File: config.mk
export PLATFORM = sky130hd
export DESIGN_NAME = gp_dcache_flat
export DESIGN_NICKNAME = d
export VERILOG_FILES = /design/src/rtl/gp_dcache_if.sv /design/src/rtl/gp_dcache.sv /design/src/flat_wrapper.sv
export SDC_FILE = /design/constraint.sdc
export NUM_CORES = 2
export LEC_CHECK = 0
export ABC_AREA = 0
export CAP_MARGIN = 20
export CORE_UTILIZATION = 40
export DETAILED_ROUTE_END_ITERATION = 6
export SLEW_MARGIN = 30
export SYNTH_ARGS = -nofsm -noshare
export SYNTH_HDL_FRONTEND = slang
export SYNTH_SLANG_ARGS = --single-unit
File: constraint.sdc
create_clock -name clk -period 8.85 [get_ports clk]
set_input_delay 0.885 -clock clk [delete_from_list [all_inputs] [get_ports clk]]
set_output_delay 0.885 -clock clk [all_outputs]
set_load 0.01 [all_outputs]
File: src/rtl/gp_dcache_if.sv
// Bundles for gp_dcache: the GP-Core data-port request bus and the
// word-wide backing-memory bus.
interface gp_dcache_if;
    logic        req;
    logic        we;
    logic [3:0]  be;
    logic [31:0] addr;
    logic [31:0] wdata;
    logic [31:0] rdata;
    logic        ready;

    modport master (output req, we, be, addr, wdata, input rdata, ready);
    modport slave  (input req, we, be, addr, wdata, output rdata, ready);
endinterface

interface gp_dmem_if;
    logic        req;
    logic        we;
    logic [3:0]  be;
    logic [31:0] addr;
    logic [31:0] wdata;
    logic [31:0] rdata;
    logic        ready;

    modport master (output req, we, be, addr, wdata, input rdata, ready);
    modport slave  (input req, we, be, addr, wdata, output rdata, ready);
endinterface

File: src/rtl/gp_dcache.sv
// Direct-mapped, write-through, no-write-allocate data cache between the
// GP-Core data port and a word-wide backing memory; misses fill whole lines.
module gp_dcache #(
    parameter int NUM_LINES  = 16,
    parameter int LINE_WORDS = 4
) (
    input  logic       clk,
    input  logic       rst_n,
    input  logic       invalidate,
    gp_dcache_if.slave core,
    gp_dmem_if.master  mem
);
    localparam int OB = $clog2(LINE_WORDS);
    localparam int IB = $clog2(NUM_LINES);
    localparam int AW = IB + OB;
    localparam int TW = 30 - AW;
    localparam logic [OB-1:0] LAST_WORD = OB'(LINE_WORDS - 1);

    typedef enum logic [1:0] {
        ST_IDLE  = 2'd0,
        ST_FILL  = 2'd1,
        ST_WRITE = 2'd2
    } state_t;

    function automatic logic [31:0] merge_bytes(input logic [31:0] old_word,
                                                input logic [31:0] new_word,
                                                input logic [3:0]  be);
        logic [31:0] res;
        for (int b = 0; b < 4; b++) begin
            res[8*b +: 8] = be[b] ? new_word[8*b +: 8] : old_word[8*b +: 8];
        end
        return res;
    endfunction

    state_t               state_r;
    state_t               state_nxt_s;
    logic [NUM_LINES-1:0] valid_r;
    logic [TW-1:0]        tag_r [NUM_LINES];
    logic [31:0]          data_r [2**AW];
    logic [OB-1:0]        cnt_r;
    logic [31:0]          rdata_r;
    logic                 mem_req_r;
    logic                 mem_we_r;
    logic [3:0]           mem_be_r;
    logic [31:0]          mem_addr_r;
    logic [31:0]          mem_wdata_r;

    logic [OB-1:0] off_s;
    logic [IB-1:0] idx_s;
    logic [TW-1:0] tag_s;
    logic          hit_s;
    logic          mem_done_s;
    logic          inv_s;
    logic          load_hit_s;
    logic          fill_start_s;
    logic          write_start_s;
    logic          fill_word_s;
    logic          fill_last_s;
    logic          write_done_s;
    logic          ready_s;
    logic          unused_addr_s;

    assign off_s         = core.addr[OB+1:2];
    assign idx_s         = core.addr[AW+1:OB+2];
    assign tag_s         = core.addr[31:AW+2];
    assign hit_s         = valid_r[idx_s] && (tag_r[idx_s] == tag_s);
    assign mem_done_s    = mem_req_r && mem.ready;
    assign unused_addr_s = ^core.addr[1:0];

    // Next-state decode and the per-cycle action strobes
    always_comb begin
        state_nxt_s   = state_r;
        inv_s         = 1'b0;
        load_hit_s    = 1'b0;
        fill_start_s  = 1'b0;
        write_start_s = 1'b0;
        fill_word_s   = 1'b0;
        fill_last_s   = 1'b0;
        write_done_s  = 1'b0;
        ready_s       = 1'b0;
        case (state_r)
            ST_IDLE: begin
                if (invalidate) begin
                    inv_s = 1'b1;
                end else if (core.req && core.we) begin
                    write_start_s = 1'b1;
                    state_nxt_s   = ST_WRITE;
                end else if (core.req && hit_s) begin
                    load_hit_s = 1'b1;
                    ready_s    = 1'b1;
                end else if (core.req) begin
                    fill_start_s = 1'b1;
                    state_nxt_s  = ST_FILL;
                end else begin
                    state_nxt_s = ST_IDLE;
                end
            end
            ST_FILL: begin
                if (mem_done_s) begin
                    fill_word_s = 1'b1;
                    if (cnt_r == LAST_WORD) begin
                        fill_last_s = 1'b1;
                        state_nxt_s = ST_IDLE;
                    end else begin
                        state_nxt_s = ST_FILL;
                    end
                end else begin
                    state_nxt_s = ST_FILL;
                end
            end
            ST_WRITE: begin
                if (mem_done_s) begin
                    write_done_s = 1'b1;
                    ready_s      = core.req;
                    state_nxt_s  = ST_IDLE;
                end else begin
                    state_nxt_s = ST_WRITE;
                end
            end
            default: begin
                state_nxt_s = ST_IDLE;
            end
        endcase
    end

    // State register
    always_ff @(posedge clk or negedge rst_n) begin
        if (!rst_n) begin
            state_r <= ST_IDLE;
        end else begin
            state_r <= state_nxt_s;
        end
    end

    // Tags, valid bits, load data and the registered backing-port request
    always_ff @(posedge clk or negedge rst_n) begin
        if (!rst_n) begin
            valid_r     <= '0;
            cnt_r       <= '0;
            rdata_r     <= 32'h0000_0000;
            mem_req_r   <= 1'b0;
            mem_we_r    <= 1'b0;
            mem_be_r    <= 4'b0000;
            mem_addr_r  <= 32'h0000_0000;
            mem_wdata_r <= 32'h0000_0000;
            for (int i = 0; i < NUM_LINES; i++) begin
                tag_r[i] <= '0;
            end
        end else begin
            // The line is invalid for the whole fill so an aborted fill leaves nothing half-valid
            if (inv_s) begin
                valid_r <= '0;
            end else if (fill_start_s) begin
                valid_r[idx_s] <= 1'b0;
            end else if (fill_last_s) begin
                valid_r[idx_s] <= 1'b1;
            end
            if (fill_last_s) begin
                tag_r[idx_s] <= tag_s;
            end
            if (load_hit_s) begin
                rdata_r <= data_r[{idx_s, off_s}];
            end
            if (fill_start_s) begin
                cnt_r      <= '0;
                mem_req_r  <= 1'b1;
                mem_we_r   <= 1'b0;
                mem_be_r   <= 4'b1111;
                mem_addr_r <= {core.addr[31:OB+2], {OB{1'b0}}, 2'b00};
            end else if (write_start_s) begin
                mem_req_r   <= 1'b1;
                mem_we_r    <= 1'b1;
                mem_be_r    <= core.be;
                mem_addr_r  <= {core.addr[31:2], 2'b00};
                mem_wdata_r <= core.wdata;
            end else if (fill_last_s || write_done_s) begin
                cnt_r     <= '0;
                mem_req_r <= 1'b0;
                mem_we_r  <= 1'b0;
            end else if (fill_word_s) begin
                cnt_r      <= cnt_r + OB'(1);
                mem_addr_r <= {core.addr[31:OB+2], cnt_r + OB'(1), 2'b00};
            end
        end
    end

    // Line data store: fill words and write-through merges on store hits
    always_ff @(posedge clk) begin
        if (fill_word_s) begin
            data_r[{idx_s, cnt_r}] <= mem.rdata;
        end else if (write_done_s && hit_s) begin
            data_r[{idx_s, off_s}] <= merge_bytes(data_r[{idx_s, off_s}], core.wdata, core.be);
        end
    end

    assign core.rdata = rdata_r;
    assign core.ready = ready_s;
    assign mem.req    = mem_req_r;
    assign mem.we     = mem_we_r;
    assign mem.be     = mem_be_r;
    assign mem.addr   = mem_addr_r;
    assign mem.wdata  = mem_wdata_r;
endmodule

File: src/flat_wrapper.sv
// flat-port wrapper written by rule: the top's interface ports become plain ports
module gp_dcache_flat 
#(
    parameter int NUM_LINES  = 16,
    parameter int LINE_WORDS = 4
)
  (clk, rst_n, invalidate, core_req, core_we, core_be, core_addr, core_wdata, core_rdata, core_ready, mem_req, mem_we, mem_be, mem_addr, mem_wdata, mem_rdata, mem_ready);
  gp_dcache_if core_i ();
  gp_dmem_if mem_i ();
  input  logic clk;
  input  logic rst_n;
  input  logic invalidate;
  input wire logic [$bits(core_i.req)-1:0] core_req;
  input wire logic [$bits(core_i.we)-1:0] core_we;
  input wire logic [$bits(core_i.be)-1:0] core_be;
  input wire logic [$bits(core_i.addr)-1:0] core_addr;
  input wire logic [$bits(core_i.wdata)-1:0] core_wdata;
  output wire logic [$bits(core_i.rdata)-1:0] core_rdata;
  output wire logic [$bits(core_i.ready)-1:0] core_ready;
  output wire logic [$bits(mem_i.req)-1:0] mem_req;
  output wire logic [$bits(mem_i.we)-1:0] mem_we;
  output wire logic [$bits(mem_i.be)-1:0] mem_be;
  output wire logic [$bits(mem_i.addr)-1:0] mem_addr;
  output wire logic [$bits(mem_i.wdata)-1:0] mem_wdata;
  input wire logic [$bits(mem_i.rdata)-1:0] mem_rdata;
  input wire logic [$bits(mem_i.ready)-1:0] mem_ready;
  assign core_i.req = core_req;
  assign core_i.we = core_we;
  assign core_i.be = core_be;
  assign core_i.addr = core_addr;
  assign core_i.wdata = core_wdata;
  assign core_rdata = core_i.rdata;
  assign core_ready = core_i.ready;
  assign mem_req = mem_i.req;
  assign mem_we = mem_i.we;
  assign mem_be = mem_i.be;
  assign mem_addr = mem_i.addr;
  assign mem_wdata = mem_i.wdata;
  assign mem_i.rdata = mem_rdata;
  assign mem_i.ready = mem_ready;
  gp_dcache #(.NUM_LINES(NUM_LINES), .LINE_WORDS(LINE_WORDS)) u_core (.clk(clk), .rst_n(rst_n), .invalidate(invalidate), .core(core_i), .mem(mem_i));
endmodule
==> impl_metrics.py <==
metrics = {
    "global_routing": {
        "antenna_found_initial": 13,
        "track_usage": 0.227,
        "grt_pass1_vias": 52848,
        "grt_first_pass_wirelength_mm": 410,
        "congestion_overflow_gr": 0,
        "grt_start_max_net_pins": 154,
    },
    "drt": {
        "wl_mm": 291,
        "drt-pass1-iter-count": 7,
        "wl_per_cell_um": 33.1,
        "remaining_antenna_violation_count": 0,
        "vias_per_cell": 5.96,
        "initialDrtViolationCount": 6035,
        "route.vias.total": 52433,
        "post-route-drc-count": 26,
    },
    "placement": {
        "dp.final_hpwl_mm": 167,
        "gp_congestion": 0.822,
        "dp_cells": 8286,
        "dpl-instance-area_mm2": 0.109,
        "dp_slack_ns": 2.21,
        "placement.io_buffers": 204,
    },
    "clock_tree": {
        "clk_tree_root_cell": "sky130_fd_sc_hd__clkbuf_16",
        "worst_skew_pair.late_latency_ns": 0.98,
        "tritoncts": "done",
        "cts-htree-levels": 5,
        "postCtsResizedCells": 0,
        "max-clock-path-buffers": 4,
        "cts_num_sinks": 2552,
        "tritoncts.num_buffers": 288,
        "worst_setup_hold_path_clk_slew_ns": 0.06,
    },
    "logic_synthesis": {
        "synth-edff-count": 2048,
        "yosys_reg_bits": 2552,
        "synth_top_area_cell": "sky130_fd_sc_hd__edfxtp_1",
        "synthMostInstantiatedCell": "sky130_fd_sc_hd__edfxtp_1",
        "ys_top_cells_by_area": "sky130_fd_sc_hd__edfxtp_1 (61%), sky130_fd_sc_hd__mux4_2 (14%), sky130_fd_sc_hd__dfrtp_1 (12%)",
        "syn_inst": 4850,
        "yosysTopAreaCellShare": 0.607,
        "synth.top_cells.by_count": "sky130_fd_sc_hd__edfxtp_1 (2048), sky130_fd_sc_hd__mux4_2 (632), sky130_fd_sc_hd__dfrtp_1 (504)",
        "syn_area_per_cell_um2": 20.9,
        "synth-main-ff-cell": "sky130_fd_sc_hd__edfxtp_1",
        "synth_async_sr_flop_share": 0.197,
        "yosys.cell_types.count": 75,
        "yosysWarnings": 0,
        "synth-seq-area-share": 0.731,
        "netlist_area_mm2": 0.101,
    },
    "floorplan": {
        "die_area_mm2": 0.255,
        "die_height_um": 505,
        "floorplan.core_area_mm2": 0.252,
        "core.rowCount": 184,
        "die_outline_width_um": 505,
        "start_util": 0.403,
        "io-pin-count": 209,
    },
    "sta": {
        "period_share": 0.675,
        "postLayoutSetupSlackWorst_ns": 2.87,
        "slew-limit-headroom": 0.250,
        "worstMarginPinSlew_ns": 1.11,
        "report.final.setup_viol": 0,
        "max_clock_freq_mhz": 167,
        "timing.hold.ws_ns": 0.486,
        "unrepaired_setup_endpoints_after_global_routing": "false",
        "finalHoldViolations": 0,
        "final_max_slew_viol_count": 0,
        "setup_total_negative_slack_ns": 0,
        "finalCriticalPeriod_ns": 5.98,
        "skew_ns": 0.127,
    },
    "final_layout": {
        "layout-drive-gt1-share": 0.341,
        "layout-area-overhead-vs-synth_pct": 16.3,
        "fin_cells": 8798,
        "postLayoutCoreUtil": 0.469,
        "design_area_final_mm2": 0.118,
        "final.fill_count": 20753,
        "nNetsFinal": 5338,
    },
    "critical_path": {
        "crit_type": "input pin to output port",
        "r2r_setup_slack_ns": 3.86,
        "crit_path_start_kind": "input pin",
        "critical_path_peak_fanout": 56,
        "worstSetupEndpointType": "output port",
        "worst_ep_arrival_time_ns": 5.09,
        "required_ns": 7.97,
    },
    "power_and_ir_drop": {
        "static-leakage-power_nw": 40.8,
        "ir_worst_vdd_mv": 0.218,
        "total_power_mw": 27.3,
        "cellPowerDensity_mw_per_mm2": 231,
    },
    "outcome": {
        "status": "finished with violations",
        "violations": "DRC",
    },
    "hold_path": {
        "min_path_type": "input pin to async pin",
    },
    "run": {
        "cap_violations": 0,
    },
}
## cells by family (layout without fill, tap and decap cells)
group                      Yosys count  count (layout)  synth area share
AOI/OAI and AO/OA                  296             296            0.0221
and+or+nand+nor                    333             333            0.0147
muxes                             1305            1305             0.214
other                                1               7         0.0000370
adders and majority gates            1               1          0.000123
DFF                               2552            2552             0.731
xor gates and xnor gates            23              23           0.00199
buffers and inverters              339             933            0.0162
## worst paths after layout
path | start | to | cells past startpoint
max | core_addr[5] | core_ready | 11
min in group clk | u_core.mem.addr[16]$_DFFE_PN0P_ | u_core.mem.addr[16]$_DFFE_PN0P_ | 1
min reg2reg | u_core.mem.addr[16]$_DFFE_PN0P_ | u_core.mem.addr[16]$_DFFE_PN0P_ | 1
max in group asynchronous | rst_n | u_core.tag_r[68]$_DFFE_PN0P_ | 4
max reg2reg | u_core.tag_r[36]$_DFFE_PN0P_ | u_core.data_r[10][2]$_DFFE_PP_ | 11
min | rst_n | u_core.tag_r[75]$_DFFE_PN0P_ | 2
## layout by cell type (no fill, tap or decap), types with 30 or more instances in the layout
cell type | netlist | routed
sky130_fd_sc_hd__o21ai_0 | 43 | 43
sky130_fd_sc_hd__clkbuf_16 | 0 | 297
sky130_fd_sc_hd__clkinv_2 | 0 | 42
sky130_fd_sc_hd__nor2_1 | 138 | 48
sky130_fd_sc_hd__edfxtp_1 | 2048 | 2048
sky130_fd_sc_hd__buf_4 | 17 | 154
sky130_fd_sc_hd__nand2_1 | 98 | 97
sky130_fd_sc_hd__mux2_2 | 488 | 467
sky130_fd_sc_hd__buf_12 | 3 | 30
sky130_fd_sc_hd__clkdlybuf4s50_1 | 0 | 193
sky130_fd_sc_hd__mux2_4 | 20 | 41
sky130_fd_sc_hd__inv_1 | 32 | 32
sky130_fd_sc_hd__a22oi_1 | 94 | 94
sky130_fd_sc_hd__dfrtp_1 | 504 | 504
sky130_fd_sc_hd__a21oi_1 | 32 | 30
sky130_fd_sc_hd__mux2i_1 | 154 | 154
sky130_fd_sc_hd__nor2_4 | 0 | 84
sky130_fd_sc_hd__clkbuf_1 | 118 | 64
sky130_fd_sc_hd__clkinv_1 | 0 | 45
sky130_fd_sc_hd__mux4_2 | 632 | 632
## cell type report
type,count,area [um^2],area share
Sequential cell,2552,74100,0.628
Multi-Input combinational cell,1960,26400,0.224
Clock buffer,380,7930,0.0673
Tap cell,3348,4190,0.0355
Timing Repair Buffer,396,3990,0.0338
Clock inverter,124,1150,0.00972
Inverter,33,129,0.00109
Antenna cell,5,12.5,0.000106
## power breakdown
| part | total, mW | switching (mW) | internal [mW] | leakage, nW |
|---|---|---|---|---|
| Clock | 11.6 | 4.72 | 6.87 | 4.45 |
| Sequential | 13.5 | 0.185 | 13.3 | 25.2 |
| Combinational | 2.17 | 1.16 | 1.01 | 11.2 |
## per-layer routing
metal,wire length [um],global-route usage
met5,58,0
met2,141000,0.366
met3,22900,0.0442
met1,118000,0.313
met4,8860,0.0703
## registers in the layout (all words and copies together) (netlist names)
signal	count
u_core.data_r	2048
u_core.tag_r	384
u_core.core.rdata	32
u_core.mem.wdata	32
u_core.mem.addr	30
u_core.valid_r	16
u_core.mem.be	4
u_core.cnt_r	2
u_core.state_r	2
u_core.mem.req	1
u_core.mem.we	1
## repair_timing
action | CTS | global route
setup buffers | 0 | 0
hold endpoints to repair | 57 | 0
hold buffers | 1 | 0
## worst max-delay path, cell delays in order
cell                              delay (ns)
sky130_fd_sc_hd__buf_6                  0.59
sky130_fd_sc_hd__buf_12                 0.49
sky130_fd_sc_hd__mux4_2                 0.56
sky130_fd_sc_hd__mux4_2                 0.50
sky130_fd_sc_hd__xnor2_1                0.30
sky130_fd_sc_hd__nand4_1                0.17
sky130_fd_sc_hd__nor4_1                 0.30
sky130_fd_sc_hd__and3_2                 0.35
sky130_fd_sc_hd__nand2_4                0.06
sky130_fd_sc_hd__nand2_1                0.22
sky130_fd_sc_hd__clkdlybuf4s50_1        0.59
Power figures use the tool's default switching activity.
